<file path="config.mk">
export PLATFORM = sky130hd
export DESIGN_NAME = mem_bus_arbiter
export DESIGN_NICKNAME = d
export VERILOG_FILES = /design/src/rtl/mem_bus_arbiter.sv
export SDC_FILE = /design/constraint.sdc
export NUM_CORES = 1
export LEC_CHECK = 0
export ABC_AREA = 0
export BUFFER_PORTS_ARGS = -buffer_cell sky130_fd_sc_hd__clkbuf_2
export CORE_MARGIN = 3
export CORE_UTILIZATION = 47
export DETAILED_ROUTE_END_ITERATION = 16
export PLACE_DENSITY_LB_ADDON = 0.2
export SYNTH_ARGS = -nofsm -noshare
export SYNTH_HDL_FRONTEND = slang
export SYNTH_SLANG_ARGS = --single-unit
export TNS_END_PERCENT = 30
</file>
<file path="constraint.sdc">
create_clock -name clk -period 5 [get_ports clk]
set_input_delay 0.75 -clock clk [delete_from_list [all_inputs] [get_ports clk]]
set_output_delay 0.75 -clock clk [all_outputs]
set_load 0.05 [all_outputs]
</file>
<file path="src/rtl/mem_bus_arbiter.sv">
// Shares one data-memory bus between fetch and mem-access stages, one transaction at a time.
// Optional watchdog enabled by MEM_ARB_TIMEOUT_EN (sets sticky arb_err and aborts the access).
module mem_bus_arbiter #(
  parameter int ADDR_W      = 32,
  parameter int DATA_W      = 32,
  parameter int TIMEOUT_CYC = 255
) (
  input  logic              clk,
  input  logic              rst,
  input  logic              i_req,
  input  logic [ADDR_W-1:0] i_addr,
  output logic [DATA_W-1:0] i_rdata,
  output logic              i_done,
  output logic              i_stall,
  input  logic [1:0]        d_req,
  input  logic [ADDR_W-1:0] d_addr,
  input  logic [1:0]        d_size,
  input  logic [DATA_W-1:0] d_wdata,
  output logic [DATA_W-1:0] d_rdata,
  output logic              d_done,
  output logic              d_stall,
  output logic [ADDR_W-1:0] daddr,
  output logic              dreq,
  output logic              dwrite,
  output logic [1:0]        dsize,
  output logic [DATA_W-1:0] input_ddata,
  input  logic [DATA_W-1:0] output_ddata,
  input  logic              dready_n,
  input  logic              dbusy,
  output logic              arb_err
);

  typedef enum logic [1:0] {IDLE, GRANT_D, GRANT_I} state_t;

  localparam logic [1:0] SIZE_WORD = 2'b10;

  state_t            state_q, state_d;
  logic [ADDR_W-1:0] addr_q, addr_d;
  logic [1:0]        size_q, size_d;
  logic [DATA_W-1:0] wdata_q, wdata_d;
  logic              write_q, write_d;
  logic              i_done_q, i_done_d, d_done_q, d_done_d;
  logic [DATA_W-1:0] i_rdata_q, i_rdata_d, d_rdata_q, d_rdata_d;
  logic              timeout;

`ifdef MEM_ARB_TIMEOUT_EN
  localparam int CNT_W = ($clog2(TIMEOUT_CYC + 1) > 8) ? $clog2(TIMEOUT_CYC + 1) : 8;

  logic [CNT_W-1:0] cnt_q, cnt_d;
  logic             err_q, err_d;

  // Counter sits at zero in IDLE, so it is cleared on every grant entry.
  always_comb begin
    cnt_d = cnt_q;
    if (state_q == IDLE) cnt_d = '0;
    else if (dready_n)   cnt_d = cnt_q + 1'b1;
  end

  assign timeout = (state_q != IDLE) && dready_n && (cnt_q == CNT_W'(TIMEOUT_CYC - 1));
  assign err_d   = err_q | timeout;
  assign arb_err = err_q;

  always_ff @(posedge clk or posedge rst) begin
    if (rst) begin
      cnt_q <= '0;
      err_q <= 1'b0;
    end else begin
      cnt_q <= cnt_d;
      err_q <= err_d;
    end
  end
`else
  localparam int unused_timeout_cyc = TIMEOUT_CYC;

  assign timeout = 1'b0;
  assign arb_err = 1'b0;
`endif

  always_comb begin
    state_d   = state_q;
    addr_d    = addr_q;
    size_d    = size_q;
    wdata_d   = wdata_q;
    write_d   = write_q;
    i_done_d  = 1'b0;
    d_done_d  = 1'b0;
    i_rdata_d = i_rdata_q;
    d_rdata_d = d_rdata_q;
    case (state_q)
      IDLE: begin
        // Requests are still asserted during a done cycle; ignore them so nothing is reissued.
        if (!dbusy && !i_done_q && !d_done_q) begin
          if (|d_req) begin
            addr_d  = d_addr;
            size_d  = d_size;
            wdata_d = d_wdata;
            write_d = d_req[0];
            state_d = GRANT_D;
          end else if (i_req) begin
            addr_d  = i_addr;
            size_d  = SIZE_WORD;
            wdata_d = '0;
            write_d = 1'b0;
            state_d = GRANT_I;
          end
        end
      end
      GRANT_D: begin
        if (!dready_n || timeout) begin
          d_done_d  = 1'b1;
          d_rdata_d = (write_q || timeout) ? '0 : output_ddata;
          state_d   = IDLE;
        end
      end
      GRANT_I: begin
        if (!dready_n || timeout) begin
          i_done_d  = 1'b1;
          i_rdata_d = timeout ? '0 : output_ddata;
          state_d   = IDLE;
        end
      end
      default: state_d = IDLE;
    endcase
  end

  always_ff @(posedge clk or posedge rst) begin
    if (rst) begin
      state_q   <= IDLE;
      addr_q    <= '0;
      size_q    <= '0;
      wdata_q   <= '0;
      write_q   <= 1'b0;
      i_done_q  <= 1'b0;
      d_done_q  <= 1'b0;
      i_rdata_q <= '0;
      d_rdata_q <= '0;
    end else begin
      state_q   <= state_d;
      addr_q    <= addr_d;
      size_q    <= size_d;
      wdata_q   <= wdata_d;
      write_q   <= write_d;
      i_done_q  <= i_done_d;
      d_done_q  <= d_done_d;
      i_rdata_q <= i_rdata_d;
      d_rdata_q <= d_rdata_d;
    end
  end

  assign dreq        = (state_q != IDLE);
  assign dwrite      = (state_q == GRANT_D) && write_q;
  assign daddr       = addr_q;
  assign dsize       = size_q;
  assign input_ddata = dwrite ? wdata_q : '0;
  assign i_done      = i_done_q;
  assign d_done      = d_done_q;
  assign i_rdata     = i_rdata_q;
  assign d_rdata     = d_rdata_q;
  assign i_stall     = i_req & ~i_done_q;
  assign d_stall     = (|d_req) & ~d_done_q;

endmodule

</file>
# == Word-level counts from Yosys, hierarchy flattened ==
# Index checks and enable logic that the tools add are counted.
# totals
register_bits,135
latchBits,0
mem_bits_rw,0
romBits,0
output_inout_bits,137
wordCells,51
n_memories,0
# op_classes
addsub,0
mul,0
n_div,0
n_lt_le_gt_ge,0
n_eq_ne,5
n_shift,0
n_mux,17
bitwise_logic,5
n_reduce_logical,15
# ops
operator,count
$mux 32,6
$mux 2,5
$reduce_and 3->1,2
$mux 1,5
$ne 2x2->1 const B,2
$pmux 2 s2,1
$reduce_and 2->1,2
$reduce_bool 2->1,2
$reduce_or 2->1,2
$logic_and 1x1->1,3
$logic_not 1->1,3
$ne 3x3->1 const B,1
$not 1->1,3
$and 1x1->1,2
$eq 2x1->1 const B,1
$eq 2x2->1 const B,1
$logic_not 2->1,1

# == Logic depth before layout (Yosys ltp) ==
# logic_depth
ltp_word,5
depth_mapped,7

# == Worst setup path before layout ==
# Ideal clock, no wire load.
# synth_timing
path_kind,input to output
startpoint,input d_req[1]
endpoint,output d_stall
arrival_ps,2006
slack_ps,2244
stages,4
cell_sequence,clkbuf_1 nor2_4 clkbuf_1 nor2_1
# synth_via
elab_chain_len,2
# synth_rtl
item,line_no,rtl
from (decl),15,"input logic [1:0] d_req,"
$reduce_or 2->1,160,assign d_stall = (|d_req) & ~d_done_q;
$and 1x1->1,160,
to (decl),21,"output logic d_stall,"
# No other way between the ends.

# == Worst setup path after layout ==
# layout_timing
startpoint,register state_q[1]
endpoint,output input_ddata[19]
# layout_via
elab_chain_len,3
# layout_rtl
item,line_no,rtl
from (decl),37,"state_t state_q, state_d;"
from (signal assigned),138,state_q <= state_d;
$eq 2x1->1,151,assign dwrite = (state_q == GRANT_D) && write_q;
$logic_and 1x1->1,151,
$mux 32,154,assign input_ddata = dwrite ? wdata_q : '0;
to (decl),26,"output logic [DATA_W-1:0] input_ddata,"
# No other way between the ends.

==> summary.md <==
| Metric | Value |
|---|---|
| RSZ-0062 raised after global routing | `false` |
| Worst EP required | `4.25 ns` |
| Largest family of logic cells by synthesized area | `compound AO/OA/AOI/OAI gates` |
| Endpoints failing hold | `0` |
| Total track usage | `23.43%` |
| Final-stage net count | `894` |
| Setup crit start kind | `register` |
| Rows | `40` |
| Max cap viols | `0` |
| XOR/XNOR Fraction of Synth Area | `0%` |
| Fin crit share | `60.42%` |
| CTS Sinks | `135` |
| H-Tree Depth | `4` |
| Non-filler cells, final | `933` |
| Worst vdd ir | `0.0004246 V` |
| CTS max path bufs | `2` |
| Cells along the critical path | `inv_1 -> ha_1 -> and3_1 -> clkbuf_2` |
| WP data arrival | `2.27 ns` |
| Max-slew violations | `0` |
| Synth warn | `0` |
| Dpl hpwl | `11270 um` |
| Slowest CP cell | `ha_1` |
| Synth area leaders | `dfrtp_1, mux2_2, a22o_1, o2bb2ai_1, o21a_1` |
| Setup TNS | `0 ns` |
| Worst hold-check path type | `in2async` |
| # IOs | `274` |
| Initial antenna violation count | `1` |
| Vias after detailed routing | `4961` |
| Final WL | `16250 um` |
| Cell variety after synth | `32` |
| Drt drc | `0` |
| Worst skew pair latency | `0.40 ns` |
| Slew HR | `30.92%` |
| Post-Synth Simple-Gate Area | `10.61%` |
| Commonest cells in the netlist | `dfrtp_1, clkbuf_1, a22o_1, a31oi_1, nand2_1` |
| Pleak | `4.109 nW` |
| Core box area | `0.01216 sq mm` |
| FFs w/ async S/R, synth | `100.0%` |
| CTS buffer count | `17` |
| Mux share of post-synthesis cell area | `6.088%` |
| Initial Utilization | `48.67%` |
| DR iter-0 viols | `277` |
| Reg clk slew, reported paths | `0.05 ns` |
| Mapped Avg Cell Area | `11.65 sq um` |
| Achievable frequency | `0.3310 GHz` |
| Ys flop type | `dfrtp_1` |
| Final setup viols | `0` |
| Area grow syn2layout | `33.86%` |
| First-pass GRT wire length | `26320 um` |
| Outcome | `finished clean` |
| P per Cell Area | `765.0 mW/mm^2` |
| Seq pwr share | `31.1%` |
| Grt ovf | `0` |
| Compound-cell area share of the yosys netlist | `20.78%` |
| Vias in the first global route | `5089` |
| Worst Skew | `0.006945 ns` |
| Post-placement cell count | `902` |
| Gpl congestion | `0.7874` |
| Worst Setup End Kind | `output port` |
| Crit-path max FO | `34` |
| Post-synth net total | `649` |
| Drt pass-1 iters | `5` |
| Crit Path Category | `reg2out` |
| Post-synth top area cell | `dfrtp_1` |
| Switching power | `2.855 mW` |
| Die Y | `118.2 um` |
| CTS tree | `done` |
| Worst stage delay on the critical path | `0.79 ns` |
| Cells after Synth | `508` |
| Seq cells post-synth | `135` |
| Post-synth EDFFs | `0` |
| # resized after CTS | `0` |
| Post-CTS Setup Inserts | `0` |
| Min Tclk post-route | `3.021 ns` |
| Chip width | `118.2 um` |
| Die footprint | `0.01398 sq mm` |
| Total power | `6.061 mW` |
| Post-Synth Adder-Cell Area | `0.8455%` |
| Root Driver | `clkbuf_16` |
| Share of cells above drive strength 1 | `45.03%` |
| Post-route ant nets | `0` |
| Clock power share | `21.3%` |
| Logic pwr share | `47.6%` |
| Register area share after synthesis | `57.07%` |
| Switching Fraction | `47.11%` |
| Worst Tran Pin Value | `1.036 ns` |
| Internal power | `3.206 mW` |
| Buffers on Ports | `272` |
| Largest net degree at the start of global routing | `89` |
| Synth top area share | `57.07%` |
| Avg WL per Cell | `17.42 um` |
| Via density | `5.317` |
| Hold-fix buffers, CTS | `0` |
| Post-Syn Area | `0.005919 sq mm` |
| Most frequent cell after synthesis | `dfrtp_1` |
[through the flow]
step | setup WS [ns] | hold slack [ns] | area, sq um | util (%)
after detailed placement | 2.315 | 0.4739 | 7311 | 60.11
after global routing | 1.832 | 0.5007 | 7924 | 65.15
after CTS | 1.963 | 0.4852 | 7921 | 65.13
final | 1.979 | 0.4744 | 7924 | 65.15
after floorplan | 0.6389 | 0.4578 | 5919 | -
after global placement | 2.454 | 0.4627 | 7311 | 60.11
[registers in the layout (all words and copies together) (netlist names)]
register	flops
d_rdata	32
daddr	32
i_rdata	32
wdata_q	32
dsize	2
state_q	2
d_done	1
i_done	1
write_q	1
[power by group through the flow]
stage / combinational [mW] / sequential, mW / clock, mW
finish: 2.89 / 1.89 / 1.29
global route: 3.05 / 1.95 / 1.37
CTS: 2.91 / 1.88 / 1.31
floorplan: 1.01 / 3.08 / 0
detailed placement: 2.91 / 1.89 / 0
global placement: 2.87 / 1.89 / 0
[kinds of logic after synthesis]
logic type               count (synthesis)
other                                    1
multiplexers                            32
adder cells (fa/ha/maj)                  4
flip-flops                             135
AO/OA/AOI/OAI                          170
buffers and inverters                   57
AND/OR/NAND/NOR                        109
[final timing paths]
kind,start,to,slack [ns],cells after the start
max reg2reg,state_q[1],d_rdata[12],2.32,5
min,rst,daddr[31],0.47,2
min reg2reg,d_rdata[18],d_rdata[18],0.48,2
min in group clk,d_rdata[18],d_rdata[18],0.48,2
max in group asynchronous,rst,daddr[5],3.36,3
max,state_q[1],input_ddata[19],1.98,4
[layout make-up]
| cell class | count | area, sq um |
|---|---|---|
| Timing Repair Buffer | 277 | 1399 |
| Multi-Input combinational cell | 316 | 2296 |
| Fill cell | 969 | 4238 |
| Inverter | 6 | 27.53 |
| Sequential cell | 135 | 3378 |
| Antenna cell | 1 | 2.502 |
| Clock inverter | 9 | 150.1 |
| Clock buffer | 21 | 460.4 |
| Tap cell | 168 | 210.2 |
[routing by layer]
layer  global-route usage (%)  vias up  part of all wire [%]
met5                        0        -                     0
met4                    8.718        0                   2.0
met3                    6.890       23                   7.3
met2                    38.12      203                    49
met1                    29.74     2394                    42
li1                         -     2341                     -
[critical path: cells and delay by family, from the launching register on]
family	cells	cell delay, ns
buffers and inverters	2	0.40
AND/OR/NAND/NOR	1	0.28
flip-flops	1	0.39
adder cells (fa/ha/maj)	1	0.79
[placed cells by master, fill, tap and decap left out, types with 2 or more instances in the layout]
cell type / instances
mux2_2: 32
clkinv_2: 3
nand2_1: 34
a22o_1: 34
o21a_1: 32
ha_1: 4
o21ai_0: 33
a31oi_1: 34
clkbuf_1: 2
clkbuf_16: 17
o2bb2ai_1: 32
dfrtp_1: 135
clkbuf_2: 272
a21oi_1: 2
and3_1: 32
clkinvlp_4: 2
bufinv_16: 4
buf_4: 5
nand2b_1: 32
clkbuf_8: 2
inv_1: 5
No activity file was read; power rests on OpenSTA's default activity.
